--- src/rtl/fifo_serializer.sv ---
// fifo_serializer
//
// Drain stage placed directly after generic_fifo. Pops one word at a time,
// shifts it out MSB-first on a 1-bit valid/ready link, optionally appends an
// even-parity bit, and counts completed words.
//
// state   | meaning
// --------+-------------------------------------------------------------
// S_IDLE  | nothing in flight; pops as soon as the FIFO is non-empty
// S_WAIT  | FIFO data becomes valid this cycle; load shift register
// S_SHIFT | presenting bits; advance on each valid&ready transfer
//
// Ports:
//   clk          rising-edge clock
//   reset        asynchronous reset, active low
//   in           FIFO read data, valid the cycle after read
//   empty        FIFO empty flag
//   read         FIFO pop strobe, one cycle per word
//   ser_out      current serial bit
//   ser_valid    ser_out holds a valid bit
//   ser_ready    consumer accepts the bit this cycle
//   frame_start  first bit of a word is being presented
//   busy         any state other than S_IDLE
//   word_count   completed words (parity bit included), wraps at 256

module fifo_serializer #(
    parameter int MSB       = 3,
    parameter int LSB       = 0,
    parameter int PARITY_EN = 0
) (
    input  logic           clk,
    input  logic           reset,
    input  logic [MSB:LSB] in,
    input  logic           empty,
    output logic           read,
    output logic           ser_out,
    output logic           ser_valid,
    input  logic           ser_ready,
    output logic           frame_start,
    output logic           busy,
    output logic [7:0]     word_count
);

    localparam int W  = MSB - LSB + 1;
    localparam int N  = W + ((PARITY_EN != 0) ? 1 : 0);
    localparam int CW = $clog2(N + 1);
    localparam logic [CW-1:0] LAST_BIT = CW'(N - 1);

    typedef enum logic [1:0] {
        S_IDLE,
        S_WAIT,
        S_SHIFT
    } state_t;

    state_t        state;
    logic [N-1:0]  shreg;
    logic [CW-1:0] bit_cnt;
    logic [N-1:0]  load_val;
    logic          xfer;
    logic          last_xfer;

    // The parity bit rides in the LSB position of the shift register so it
    // naturally falls out right after the data LSB.
    generate
        if (PARITY_EN != 0) begin : g_par
            assign load_val = {in, ^in};
        end else begin : g_nopar
            assign load_val = in;
        end
    endgenerate

    assign xfer      = (state == S_SHIFT) && ser_ready;
    assign last_xfer = xfer && (bit_cnt == LAST_BIT);

    // Pop is combinational so a new word can be requested in the same cycle
    // the previous one finishes, leaving only the single S_WAIT bubble.
    // Gating with reset keeps the strobe quiet while reset is held.
    assign read = reset && !empty && ((state == S_IDLE) || last_xfer);

    // Serial-side outputs decode only registered state, never inputs.
    assign ser_valid   = (state == S_SHIFT);
    assign ser_out     = ser_valid && shreg[N-1];
    assign frame_start = ser_valid && (bit_cnt == '0);
    assign busy        = (state != S_IDLE);

    always_ff @(posedge clk or negedge reset) begin
        if (!reset) begin
            state      <= S_IDLE;
            shreg      <= '0;
            bit_cnt    <= '0;
            word_count <= '0;
        end else begin
            case (state)
                S_IDLE: begin
                    if (!empty) begin
                        state <= S_WAIT;
                    end
                end
                S_WAIT: begin
                    shreg   <= load_val;
                    bit_cnt <= '0;
                    state   <= S_SHIFT;
                end
                S_SHIFT: begin
                    if (ser_ready) begin
                        shreg   <= shreg << 1;
                        bit_cnt <= bit_cnt + 1'b1;
                        if (bit_cnt == LAST_BIT) begin
                            word_count <= word_count + 8'd1;
                            state      <= empty ? S_IDLE : S_WAIT;
                        end
                    end
                end
                default: begin
                    state <= S_IDLE;
                end
            endcase
        end
    end

endmodule

--- config.mk ---
export PLATFORM = sky130hd
export DESIGN_NAME = fifo_serializer
export DESIGN_NICKNAME = d
export VERILOG_FILES = /design/src/rtl/fifo_serializer.sv
export SDC_FILE = /design/constraint.sdc
export NUM_CORES = 1
export LEC_CHECK = 0
export ABC_AREA = 1
export BUFFER_PORTS_ARGS = -buffer_cell sky130_fd_sc_hd__buf_2
export CAP_MARGIN = 20
export CELL_PAD_IN_SITES_DETAIL_PLACEMENT = 1
export CELL_PAD_IN_SITES_GLOBAL_PLACEMENT = 2
export CORE_UTILIZATION = 29
export DETAILED_ROUTE_END_ITERATION = 7
export GPL_TIMING_DRIVEN = 1
export PLACE_DENSITY = 0.8
export SYNTH_ARGS = -nofsm -noshare
export SYNTH_HDL_FRONTEND = slang
export SYNTH_SLANG_ARGS = --single-unit
--- constraint.sdc ---
create_clock -name clk -period 1.4 [get_ports clk]
set_input_delay 0.28 -clock clk [delete_from_list [all_inputs] [get_ports clk]]
set_output_delay 0.28 -clock clk [all_outputs]
set_load 0.03 [all_outputs]
==> impl_metrics.env <==
export IMPL_outcome="finished, violations left"
export IMPL_failed_checks="setup timing"
export IMPL_path_common_cell="nand2_4"
export IMPL_path_cells="ha_2, ha_4, nand2_4, nand2_4, nand3_2, nor2_2, buf_6"
export IMPL_cts_tree="yes"
export IMPL_power_density_mw_per_mm2=1700
export IMPL_io_pins=21
export IMPL_critPathMaxStageDelay_ns=0.37
export IMPL_num_vias=893
export IMPL_dieHeight_um=57.7
export IMPL_port_buffers=20
export IMPL_setup_viol=14
export IMPL_grt_pass1_wl_mm=3.97
export IMPL_grt_max_degree=18
export IMPL_die_w_um=57.7
export IMPL_core_area_mm2=0.00285
export IMPL_irDropWorstVdd_mv=0.624
export IMPL_grtUsageTotal_pct=15.8
export IMPL_yosysSeqAreaShare_pct=47.3
export IMPL_cts_sinks=17
export IMPL_ant_nets=0
export IMPL_first_pass_iters=3
export IMPL_holdPathStages=2
export IMPL_setup_ws_ns=-0.266
export IMPL_crit_path_end_kind="output port"
export IMPL_arrival_ns=1.39
export IMPL_areaGrowthSynthToFinish_pct=49.5
export IMPL_place_hpwl_mm=1.55
export IMPL_path_clk_slew_ns=0.10
export IMPL_slew_viol_final=0
export IMPL_hold_violations=0
export IMPL_finalNetCount=168
export IMPL_grt_overflow_total=0
export IMPL_final_layout_size_suffix_gt1_share_pct=41.3
export IMPL_p_total_mw=2.29
export IMPL_clock_latency_ns=0.29
export IMPL_rrSetupSlack_ns=-0.18
export IMPL_drt_iter0_markers=9
export IMPL_place_gp_congestion=0.695
export IMPL_wire_per_inst_um=12.5
export IMPL_setup_tns_ns=-1.97
export IMPL_fmax_mhz=600
export IMPL_cts_root_buf="clkbuf_4"
export IMPL_die_area_mm2=0.00333
export IMPL_critPathSlowestCell="dfrtp_1"
export IMPL_fillers=358
export IMPL_r2r_end="word_count[7]"
export IMPL_cellLeakagePower_nw=0.707
export IMPL_min_to="state[0]"
export IMPL_critical_path_required_ns=1.12
export IMPL_cp_start_kind="flop"
export IMPL_cp_max_fo=2
export IMPL_fp_row_count=19
export IMPL_timing_final_crit_period_ns=1.67
export IMPL_path_class="flop to output port"
export IMPL_remaining_drc_errors=0
export IMPL_whs_ns=0.160
export IMPL_worstHoldStart="empty"
export IMPL_cts_buffer_depth=2
export IMPL_initial_utilization_pct=31.5
export IMPL_diodes=0
export IMPL_postSynthNetCount=127
export IMPL_maxCapViolCount=0
export IMPL_hp_class="input pin to flop"
export IMPL_syn_inst=115
export IMPL_wl_mm=2.33
export IMPL_synth_cell_types=16
export IMPL_r2r_start="bit_cnt[1]"
export IMPL_synth_warnings=0
export IMPL_cts_buffers=3
export IMPL_fin_crit_sh_pct=119
export IMPL_finClkSkew_ns=0.00169
export IMPL_rsz0062_at_grt="true"
export IMPL_first_global_vias=952
export IMPL_r2r_cells=10
export IMPL_avgSynthCellArea_um2=7.82
export IMPL_worstMarginPinSlew_ns=0.492
export IMPL_via_per_inst=4.80
export IMPL_h_tree_depth=1
export IMPL_ys_seq_elements=17
export IMPL_netlist_area_um2=900
export IMPL_slew_headroom_pct=67.1
export IMPL_antenna_found_initial=0
## cell usage in the layout, fill, tap and decap left out, drive strengths merged
| master | instances |
|---|---|
| nand3b | 1 |
| dlygate4sd3 | 1 |
| nand4 | 3 |
| ha | 4 |
| xor2 | 1 |
| clkbuf | 5 |
| buf | 35 |
| o21ai | 7 |
| a21oi | 1 |
| dfrtp | 17 |
| nand3 | 10 |
| nand2 | 44 |
| inv | 17 |
| nor2 | 9 |
## worst max-delay path, delay by kind of cell, from the launching register on
kind / cells / cell delay, ns
adders and majority gates: 2 / 0.33
buffers and inverters: 1 / 0.14
DFF: 1 / 0.37
and+or+nand+nor: 4 / 0.27
## layout make-up
type                            count  area (µm²)  share of cell area, %
Multi-Input combinational cell     80         483                   35.9
Sequential cell                    17         427                   31.7
Tap cell                           31        38.8                   2.88
Clock buffer                        4        26.3                   1.95
Inverter                           17        71.3                   5.30
Timing Repair Buffer               37         299                   22.2
## cell families after synthesis
family | synth area share, %
flip-flops | 47.3
AO/OA/AOI/OAI | 4.45
AND/OR/NAND/NOR | 33.4
buffers and inverters | 8.34
XOR/XNOR | 0.974
adder cells (fa/ha/maj) | 5.56
## registers in the layout, summed over array words and instances (netlist names)
register	count
shreg	4
state	2
bit_cnt	3
word_count	8
## stage by stage
step                      util, %  instance area (µm²)  instances  setup slack, ns
final                        47.1                 1350        186           -0.266
after global routing         47.1                 1350        186           -0.362
after global placement       37.9                 1080        170          -0.0448
after floorplan                 -                  902        115          0.00241
after CTS                    45.4                 1300        182           -0.299
after detailed placement     37.9                 1080        170          -0.0703
## power breakdown
part / switching, mW / internal (mW) / leakage (nW) / total (mW)
Sequential: 0.103 / 0.638 / 0.225 / 0.741
Combinational: 0.709 / 0.573 / 0.468 / 1.28
Clock: 0.152 / 0.111 / 0.0150 / 0.262
Total: 0.964 / 1.32 / 0.707 / 2.29
## metal layers
layer  vias to the layer above  GRT usage (%)  share of wire (%)
li1                        441              -                  -
met1                       435           16.7                 42
met2                        15           30.2                 53
met3                         2           4.69                3.6
met4                         0           4.08               0.77
met5                         -              0                  0
## worst max-delay path by stage
stage,startpoint,end,slack (ns),depth (start not counted)
after floorplan,bit_cnt[0],read,0.002,6
after global placement,bit_cnt[0],read,-0.04,7
after detailed placement,bit_cnt[0],read,-0.07,7
after CTS,bit_cnt[1],read,-0.30,7
after global routing,bit_cnt[1],read,-0.36,7
final,bit_cnt[1],read,-0.27,7
## Yosys cell counts
cell / number / area (µm²)
nand3b_1: 1 / 7.51
nand3_1: 10 / 50.1
inv_2: 1 / 3.75
a21oi_1: 1 / 5.00
inv_1: 16 / 60.1
buf_6: 1 / 11.3
nand2_4: 1 / 11.3
nor2_1: 7 / 26.3
o21ai_0: 7 / 35.0
dfrtp_1: 17 / 425
ha_1: 4 / 50.1
nand2_1: 42 / 158
xor2_1: 1 / 8.76
nor2_4: 2 / 22.5
nand2_2: 1 / 6.26
nand4_1: 3 / 18.8
## timing repair
| action | in CTS | in global routing |
|---|---|---|
| gates cloned | 1 | 0 |
| pin swaps | 6 | 6 |
| hold endpoints to repair | 17 | 0 |
| gates resized for setup | 34 | 9 |
| hold buffers | 1 | 0 |
| buffers inserted | 7 | 5 |
| setup endpoints to repair | 10 | 14 |
Power figures use the tool's default switching activity.
